==> config.mk <==
export PLATFORM = sky130hd
export DESIGN_NAME = instr_fetch_queue
export DESIGN_NICKNAME = d
export VERILOG_FILES = /design/src/rtl/instr_fetch_queue.sv
export SDC_FILE = /design/constraint.sdc
export NUM_CORES = 1
export LEC_CHECK = 0
export ABC_AREA = 1
export CAP_MARGIN = 20
export CORE_MARGIN = 2
export CORE_UTILIZATION = 40
export CTS_BUF_LIST = sky130_fd_sc_hd__clkbuf_4
export DETAILED_ROUTE_END_ITERATION = 10
export GPL_TIMING_DRIVEN = 1
export PLACE_DENSITY = 0.74
export RECOVER_POWER = 50
export SYNTH_ARGS = -nofsm -noshare
export SYNTH_HDL_FRONTEND = slang
export SYNTH_SLANG_ARGS = --single-unit
export TNS_END_PERCENT = 50
==> constraint.sdc <==
create_clock -name clk -period 4.3 [get_ports clk]
set_input_delay 1.29 -clock clk [delete_from_list [all_inputs] [get_ports clk]]
set_output_delay 1.29 -clock clk [all_outputs]
set_load 0.01 [all_outputs]
==> src/rtl/instr_fetch_queue.sv <==
// Instruction fetch queue: issues sequential word fetches, tags in-order
// responses with their request PC, buffers them for decode, and flushes
// on redirect while discarding responses to stale in-flight requests.
// Optional build macro FETCH_QUEUE_BYPASS_EN: a response arriving into an
// empty queue is presented to decode in the same cycle.
module instr_fetch_queue #(
    parameter int                    DATA_WIDTH = 32,
    parameter int                    ADDR_WIDTH = 32,
    parameter int                    DEPTH      = 4,
    parameter logic [ADDR_WIDTH-1:0] RESET_PC   = '0
) (
    input  logic                      clk,
    input  logic                      rst_n,
    output logic                      imem_req_valid,
    output logic [ADDR_WIDTH-1:0]     imem_req_addr,
    input  logic                      imem_req_ready,
    input  logic                      imem_rsp_valid,
    input  logic [DATA_WIDTH-1:0]     imem_rsp_data,
    output logic                      dec_valid,
    output logic [DATA_WIDTH-1:0]     dec_instr,
    output logic [ADDR_WIDTH-1:0]     dec_pc,
    input  logic                      dec_ready,
    input  logic                      redirect_valid,
    input  logic [ADDR_WIDTH-1:0]     redirect_pc,
    output logic [$clog2(DEPTH):0]    occupancy
);

    localparam int PW = $clog2(DEPTH);
    localparam int CW = PW + 1;

    typedef struct packed {
        logic [ADDR_WIDTH-1:0] pc;
        logic [DATA_WIDTH-1:0] instr;
    } entry_t;

    // decoded-instruction queue
    entry_t                q_mem [DEPTH];
    logic [PW-1:0]         q_rd, q_wr;
    logic [CW-1:0]         q_cnt;

    // PCs of in-flight requests, consumed in response order
    logic [ADDR_WIDTH-1:0] pcq [DEPTH];
    logic [PW-1:0]         pcq_rd, pcq_wr;

    logic [ADDR_WIDTH-1:0] fetch_pc;
    logic [CW-1:0]         out_cnt;   // all in-flight requests, stale included
    logic [CW-1:0]         disc_cnt;  // stale subset of out_cnt

    logic [CW:0]           inflight;
    logic                  accept, rsp_fire, rsp_keep, byp, push, pop, head_valid;
    logic [CW-1:0]         out_nxt;

    // Credit check is purely on registered counts; reset forces it low.
    assign inflight       = {1'b0, q_cnt} + {1'b0, out_cnt};
    assign imem_req_valid = rst_n & (inflight < (CW+1)'(DEPTH));
    assign imem_req_addr  = fetch_pc;
    assign accept         = imem_req_valid & imem_req_ready;

    // A response with nothing outstanding is illegal and ignored entirely.
    assign rsp_fire   = imem_rsp_valid & (out_cnt != '0);
    assign rsp_keep   = rsp_fire & (disc_cnt == '0) & ~redirect_valid;
    assign head_valid = (q_cnt != '0);

`ifdef FETCH_QUEUE_BYPASS_EN
    assign byp = rsp_keep & ~head_valid;
`else
    assign byp = 1'b0;
`endif

    assign push    = rsp_keep & ~(byp & dec_ready);
    assign pop     = head_valid & dec_ready & ~redirect_valid;
    assign out_nxt = out_cnt + CW'(accept) - CW'(rsp_fire);

    // Head (or bypassed response) toward decode; zero when nothing valid.
    always_comb begin
        dec_valid = head_valid | byp;
        dec_instr = '0;
        dec_pc    = '0;
        if (head_valid) begin
            dec_instr = q_mem[q_rd].instr;
            dec_pc    = q_mem[q_rd].pc;
        end else if (byp) begin
            dec_instr = imem_rsp_data;
            dec_pc    = pcq[pcq_rd];
        end
    end

    assign occupancy = q_cnt;

    // Control state: fetch PC, counters and pointers; redirect wins over push/pop.
    always_ff @(posedge clk or negedge rst_n) begin
        if (!rst_n) begin
            fetch_pc <= RESET_PC;
            out_cnt  <= '0;
            disc_cnt <= '0;
            q_cnt    <= '0;
            q_rd     <= '0;
            q_wr     <= '0;
            pcq_rd   <= '0;
            pcq_wr   <= '0;
        end else begin
            out_cnt <= out_nxt;
            if (accept)   pcq_wr <= pcq_wr + 1'b1;
            if (rsp_fire) pcq_rd <= pcq_rd + 1'b1;
            if (redirect_valid) begin
                fetch_pc <= {redirect_pc[ADDR_WIDTH-1:2], 2'b00};
                disc_cnt <= out_nxt;
                q_cnt    <= '0;
                q_rd     <= '0;
                q_wr     <= '0;
            end else begin
                if (accept) fetch_pc <= fetch_pc + ADDR_WIDTH'(4);
                if (rsp_fire && disc_cnt != '0) disc_cnt <= disc_cnt - 1'b1;
                q_cnt <= q_cnt + CW'(push) - CW'(pop);
                if (push) q_wr <= q_wr + 1'b1;
                if (pop)  q_rd <= q_rd + 1'b1;
            end
        end
    end

    // Storage arrays; contents are don't-care until pointed at by a valid count.
    always_ff @(posedge clk) begin
        if (accept) pcq[pcq_wr] <= fetch_pc;
        if (push)   q_mem[q_wr] <= '{pc: pcq[pcq_rd], instr: imem_rsp_data};
    end

endmodule

==> flow_metrics.py, run 1 <==
metrics = {
    "outcome": {
        "violations": "max-capacitance violations, max-slew violations",
        "status": "finished with violations",
    },
    "cells_and_area": {
        "area_delta_synth_final_pct": 22.2,
        "fillers": 3841,
        "postLayoutCellArea_um2": 21200,
        "drive_gt1_share_pct": 12.6,
        "num-nets-final": 1848,
        "final_util_pct": 49.4,
    },
    "hold_path": {
        "min_from": "q_wr[1]",
        "hold_end": "q_wr[1]",
        "hold_path.class": "reg2reg",
        "hold_depth": 2,
    },
    "routing": {
        "vias_per_cell": 5.03,
        "wl_per_cell_um": 17.1,
        "drt-initial-drc-count": 885,
        "route.vias.total": 12212,
        "remaining_drc_errors": 0,
        "ant_nets": 0,
        "first_pass_iters": 5,
        "wl_mm": 41.4,
    },
    "die": {
        "die_y_um": 212,
        "boundaryPins": 171,
        "dieWidth_um": 212,
        "dieArea_um2": 45100,
        "start_util_pct": 40.4,
        "std_cell_rows": 76,
        "core_um2": 43000,
    },
    "logic_synthesis": {
        "synth-simple-area-share_pct": 14.6,
        "synthFlopType": "edfxtp_1",
        "async_flop_share_pct": 11.3,
        "synth_top_family_by_area": "simple AND/OR/NAND/NOR gates",
        "netlist_top_cells_area": "edfxtp_1, nor2_1, dfrtp_1",
        "synthXorXnorAreaFrac_pct": 0.504,
        "synthCells": 1526,
        "synth-compound-area-share_pct": 9.08,
        "synth_top_area_share_pct": 63.6,
        "syn_avg_cell_area_um2": 11.4,
        "ys_seq_area_share_pct": 70.4,
        "yosysTopAreaCell": "edfxtp_1",
        "syn_area_um2": 17400,
        "yosys-mux-area-fraction_pct": 0,
        "yosysWarnings": 0,
        "synth.most_common_cell": "edfxtp_1",
        "synth_common_cells": "edfxtp_1, nor2_1, o21ai_0",
        "yosys.area_share.adder_pct": 1.46,
        "synth_enable_flop_cells": 368,
        "synth-seq-cells": 415,
        "synth.distinct_cells": 37,
    },
    "power": {
        "p_per_area_nw_per_um2": 608,
        "peakVddDrop_mv": 0.259,
        "p_leak_nw": 7.67,
    },
    "sta": {
        "max_freq_ghz": 0.240,
        "drv_slew": 77,
        "rsz0062_at_grt": "yes",
        "final-setup-viol-count": 0,
        "tns_ns": 0,
        "period_share_pct": 96.8,
        "fin_crit_ns": 4.16,
        "slew_headroom_pct": -85.0,
        "tightest_slew_ns": 2.78,
        "hold_viol_final": 0,
        "finalClockSkew_ns": 0.0598,
        "setup_slack_ns": 0.136,
    },
    "clocking": {
        "cts_max_level": 3,
        "cts_sinks": 415,
        "cts_buffers": 106,
        "clk_latency_ns": 0.82,
        "ctsRootBufferMaster": "clkbuf_4",
        "cts_buffer_depth": 3,
        "clkTransAtPathRegs_ns": 0.06,
        "ctsHoldBuffers": 0,
        "cts_tree": "yes",
    },
    "placed_design": {
        "post_dp_cell_area_um2": 19800,
        "pre_cts_slack_ns": 0.627,
        "portBuffers": 164,
        "dpl.hpwl_mm": 25.4,
        "gp_congestion": 0.833,
    },
    "grt": {
        "grt_max_degree": 63,
        "grt_pass1_vias": 11865,
        "grt_usage_pct": 18.2,
        "overflow": 0,
        "antenna_found_initial": 5,
        "grt_first_pass_wirelength_mm": 63.1,
    },
    "setup_path": {
        "worstPathArrival_ns": 2.87,
        "r2r-end": "imem_req_addr[5]",
        "path_class": "reg2out",
        "crit_required_ns": 3.01,
        "critPathLaunchType": "flop",
        "path_max_fanout": 37,
        "end_kind": "output port",
        "worstReg2RegStart": "occupancy[2]",
        "reg2reg_depth": 9,
        "r2r_setup_slack_ns": 0.51,
    },
    "flow_run": {
        "maxCapViolCount": 2,
    },
}
## report_power, final
group	total, mW	internal (mW)	switching [mW]	leakage [nW]
registers	5.36	5.04	0.322	3.90
clock network	3.37	1.83	1.54	0.826
logic	4.17	1.59	2.58	2.95
## final cells by class
cell class              instances  area [um^2]  area share [%]
diodes                          5         12.5          0.0590
clock buffers                 163         1220            5.77
repair buffers                203         2080            9.78
flip-flops and latches        415        12200            57.6
clock inverters                24          153           0.719
inverters                      77          299            1.41
well taps                     585          732            3.45
multi-input cells             956         4490            21.2
## worst max-delay path by stage
stage,to,depth (start not counted),start,slack [ns]
2_1_floorplan,q_mem[0][0],5,redirect_valid,-0.72
3_3_place_gp,imem_req_valid,6,rst_n,0.65
3_5_place_dp,occupancy[2],11,imem_rsp_valid,0.63
4_1_cts,dec_pc[29],6,occupancy[1],0.0003
5_1_grt,dec_pc[29],6,occupancy[1],-0.01
6_report,dec_pc[10],5,q_rd[0],0.14
## kinds of logic after synthesis
kind of cell | after synthesis
AOI/OAI and AO/OA | 302
xor gates and xnor gates | 10
buffers and inverters | 158
adders and majority gates | 19
and+or+nand+nor | 621
DFF | 415
other | 1
## metal layers
metal	GRT usage (%)	vias up	share of wire, %
met5	0	-	0.031
met4	7.67	2	2.8
met3	4.49	85	6.9
met2	30.7	444	49
met1	22.4	5864	41
li1	-	5817	-
## state kept, by name (all words and copies together) (netlist names)
register       cells
pcq_rd             2
imem_req_addr     30
out_cnt            3
pcq              120
occupancy          3
pcq_wr             2
disc_cnt           3
q_mem            248
q_wr               2
q_rd               2
## critical path: stages (launching register included)
cell,delay (ns)
dfrtp_4,0.59
inv_8,0.22
buf_4,0.25
o21ai_0,0.13
a21oi_1,0.29
clkdlybuf4s50_1,0.60
## metrics by stage
step | hold WS, ns | std cells | power (mW)
after floorplan | 0.500 | 1529 | 7.60
after global placement | 0.530 | 2233 | 9.47
after detailed placement | 0.541 | 2233 | 9.61
after CTS | 0.555 | 2420 | 13.0
after global routing | 0.622 | 2427 | 13.7
final | 0.568 | 2428 | 12.9
## placed cells by master (no fill, tap or decap), types with 7 or more instances in the layout
master,instances
dfrtp_1,45
o22ai_1,30
clkdlybuf4s50_1,129
clkinv_1,16
ha_1,17
buf_4,14
clkbuf_4,163
dlygate4sd3_1,34
nor2_4,10
o21ai_0,195
nor2_2,7
inv_1,74
nand3_1,69
clkbuf_1,9
a21oi_1,64
buf_12,13
nand2_1,173
nor2_1,353
edfxtp_1,368
## timing repair
item,4_1_cts,5_1_grt
hold endpoints to repair,0,0
resized for setup,4,9
endpoints found under the setup margin,50,42
buffers inserted,0,3
Power figures use the tool's default switching activity.
==> run 2, diff against run 1 <==
--- a/config.mk
+++ b/config.mk
@@ -12,7 +12,7 @@
 export CTS_BUF_LIST = sky130_fd_sc_hd__clkbuf_4
 export DETAILED_ROUTE_END_ITERATION = 10
 export GPL_TIMING_DRIVEN = 1
-export PLACE_DENSITY = 0.74
+export PLACE_DENSITY = 0.65
 export RECOVER_POWER = 50
 export SYNTH_ARGS = -nofsm -noshare
 export SYNTH_HDL_FRONTEND = slang
==> run 2 against run 1 <==
- the flow still finishes with violations (max-capacitance violations, max-slew violations)
- final cell count down 0.16%
- fmax increased by 2.1%
- sequential cell count unchanged
- combinational power is essentially flat
- sequential share of layout area increased by 0.18 points
- routed wire length shrank 1.5%
- cell area shrank 0.34%
- global-route usage down 0.061 points
- critical endpoint is now dec_pc[23]
- largest cell class unchanged
==> flow_metrics.py, run 2 (synthesis gave the netlist of run 1 again) <==
metrics = {
    "sta": {
        "setup_slack_ns": 0.224,
        "finalClockSkew_ns": 0.0571,
        "drv_slew": 108,
        "whs_ns": 0.570,
        "tightest_slew_ns": 2.82,
        "hold_viol_final": 0,
        "fin_crit_ns": 4.08,
        "final-setup-viol-count": 0,
        "slew_headroom_pct": -88.3,
        "rsz0062_at_grt": "yes",
        "period_share_pct": 94.8,
        "max_freq_ghz": 0.245,
    },
    "clocking": {
        "clk_latency_ns": 0.79,
        "cts_buffers": 107,
        "cts_buffer_depth": 3,
        "cts_max_level": 3,
        "ctsHoldBuffers": 0,
        "ctsRootBufferMaster": "clkbuf_4",
        "cts_tree": "yes",
        "clkTransAtPathRegs_ns": 0.07,
        "cts_sinks": 415,
    },
    "cells_and_area": {
        "layout.cells.most_common": "edfxtp_1",
        "final_cell_mix": "edfxtp_1, nor2_1, o21ai_0, nand2_1, clkbuf_4",
        "area_delta_synth_final_pct": 21.8,
        "postLayoutCellArea_um2": 21200,
        "largest_register_ffs": 248,
        "regMostFlops": "q_mem",
        "num-nets-final": 1844,
        "drive_gt1_share_pct": 12.8,
        "fillers": 3962,
    },
    "die": {
        "die_y_um": 212,
        "dieArea_um2": 45100,
        "std_cell_rows": 76,
        "dieWidth_um": 212,
        "start_util_pct": 40.4,
        "core_um2": 43000,
        "boundaryPins": 171,
    },
    "flow_run": {
        "maxCapViolCount": 3,
    },
    "hold_path": {
        "hold_depth": 1,
        "min_from": "out_cnt[0]",
        "hold_end": "out_cnt[0]",
        "hold_path.class": "reg2reg",
    },
    "setup_path": {
        "r2r-end": "imem_req_addr[11]",
        "crit_required_ns": 3.01,
        "path_common_cell": "nor2_1",
        "startpoint": "q_rd[0]",
        "cp_slowest_cell": "clkdlybuf4s50_1",
        "reg2reg_depth": 9,
        "path_class": "reg2out",
        "crit_path_max_incr_delay_ns": 0.56,
        "worstPathArrival_ns": 2.79,
        "worstReg2RegStart": "occupancy[2]",
        "worstPathCellList": "buf_16, nor2_1, nor2_1, o21ai_0, a21oi_2, clkdlybuf4s50_1",
        "critPathLaunchType": "flop",
        "r2r_setup_slack_ns": 0.58,
        "path_max_fanout": 125,
        "end_kind": "output port",
    },
    "routing": {
        "first_pass_iters": 5,
        "remaining_drc_errors": 0,
        "route.vias.total": 11991,
        "drt-initial-drc-count": 687,
        "vias_per_cell": 4.95,
        "wl_mm": 40.8,
        "wl_per_cell_um": 16.8,
        "ant_nets": 0,
    },
    "outcome": {
        "status": "finished with violations",
        "violations": "max-capacitance violations, max-slew violations",
    },
    "placed_design": {
        "dpl.hpwl_mm": 24.1,
        "portBuffers": 164,
        "gp_congestion": 0.862,
        "post_dp_cell_area_um2": 19800,
        "pre_cts_slack_ns": 0.673,
    },
    "power": {
        "p_per_area_nw_per_um2": 611,
        "peakVddDrop_mv": 0.294,
        "p_leak_nw": 7.66,
    },
    "grt": {
        "grt_pass1_vias": 11803,
        "grt_usage_pct": 18.2,
        "top_usage_layer": "met2",
        "grt_first_pass_wirelength_mm": 63.3,
        "overflow": 0,
        "use_met2_pct": 29.5,
        "grtUsageMet3_pct": 3.90,
        "grt_max_degree": 126,
        "grtUsageMet1_pct": 24.1,
        "antenna_found_initial": 1,
    },
}
[run 2: cell types whose count changed in the layout (fill, tap and decap cells not counted), sizes merged]
| cell | delta |
|---|---|
| clkinvlp | +1 |
| inv | +1 |
| clkinv | -3 |
| bufinv | -1 |
| diode | -2 |
| buf | -1 |
| clkbuf | +1 |
[run 2: per-stage QoR]
stage | total power, mW | util, % | TNS (ns) | std cells
after global placement | 9.52 | 46.0 | 0 | 2229
after global routing | 13.7 | 49.2 | -0.0117 | 2423
after CTS | 13.0 | 49.2 | 0 | 2419
final | 12.9 | 49.2 | 0 | 2424
after detailed placement | 9.62 | 46.0 | 0 | 2229
after floorplan | 7.60 | - | -179.53 | 1529
[run 2: metal layers]
metal  vias up  share of wire, %
li1       5800                 -
met1      5743                45
met2       388                47
met3        60               6.3
met4         0               1.6
met5         -                 0
[run 2: worst max-delay path, delay by kind of cell (launching register included)]
family	cells	cell delay (ns)
buf+inv	2	0.97
compound gates	2	0.36
flops	1	0.46
simple gates	2	0.20
[run 2: how the worst max path moves through the flow]
| stage | endpoint | slack (ns) | cells after the start |
|---|---|---|---|
| final | dec_pc[23] | 0.22 | 6 |
| after global routing | dec_pc[9] | -0.01 | 6 |
| after CTS | dec_pc[23] | 0.02 | 6 |
| after detailed placement | imem_req_valid | 0.67 | 6 |
| after global placement | imem_req_valid | 0.66 | 6 |
| after floorplan | q_mem[0][0] | -0.72 | 5 |
[run 2: power breakdown]
part           internal, mW  switching [mW]  total (mW)
sequential             5.04           0.305        5.34
clock                  1.82            1.56        3.38
combinational          1.66            2.54        4.20
total                  8.52            4.40        12.9
[run 2: layout make-up]
class / count / area [um^2] / share of cell area [%]
Sequential cell: 415 / 12200 / 57.8
Timing Repair Buffer: 198 / 2010 / 9.49
Multi-Input combinational cell: 956 / 4490 / 21.2
Antenna cell: 3 / 7.51 / 0.0355
Clock inverter: 22 / 125 / 0.592
Inverter: 77 / 294 / 1.39
Clock buffer: 168 / 1260 / 5.96
Tap cell: 585 / 732 / 3.46
[run 2: what timing repair did]
item                                    CTS  global route
buffers inserted                          0             2
endpoints found under the setup margin   12            23
pin swaps                                 0             3
gates resized for setup                   2             2
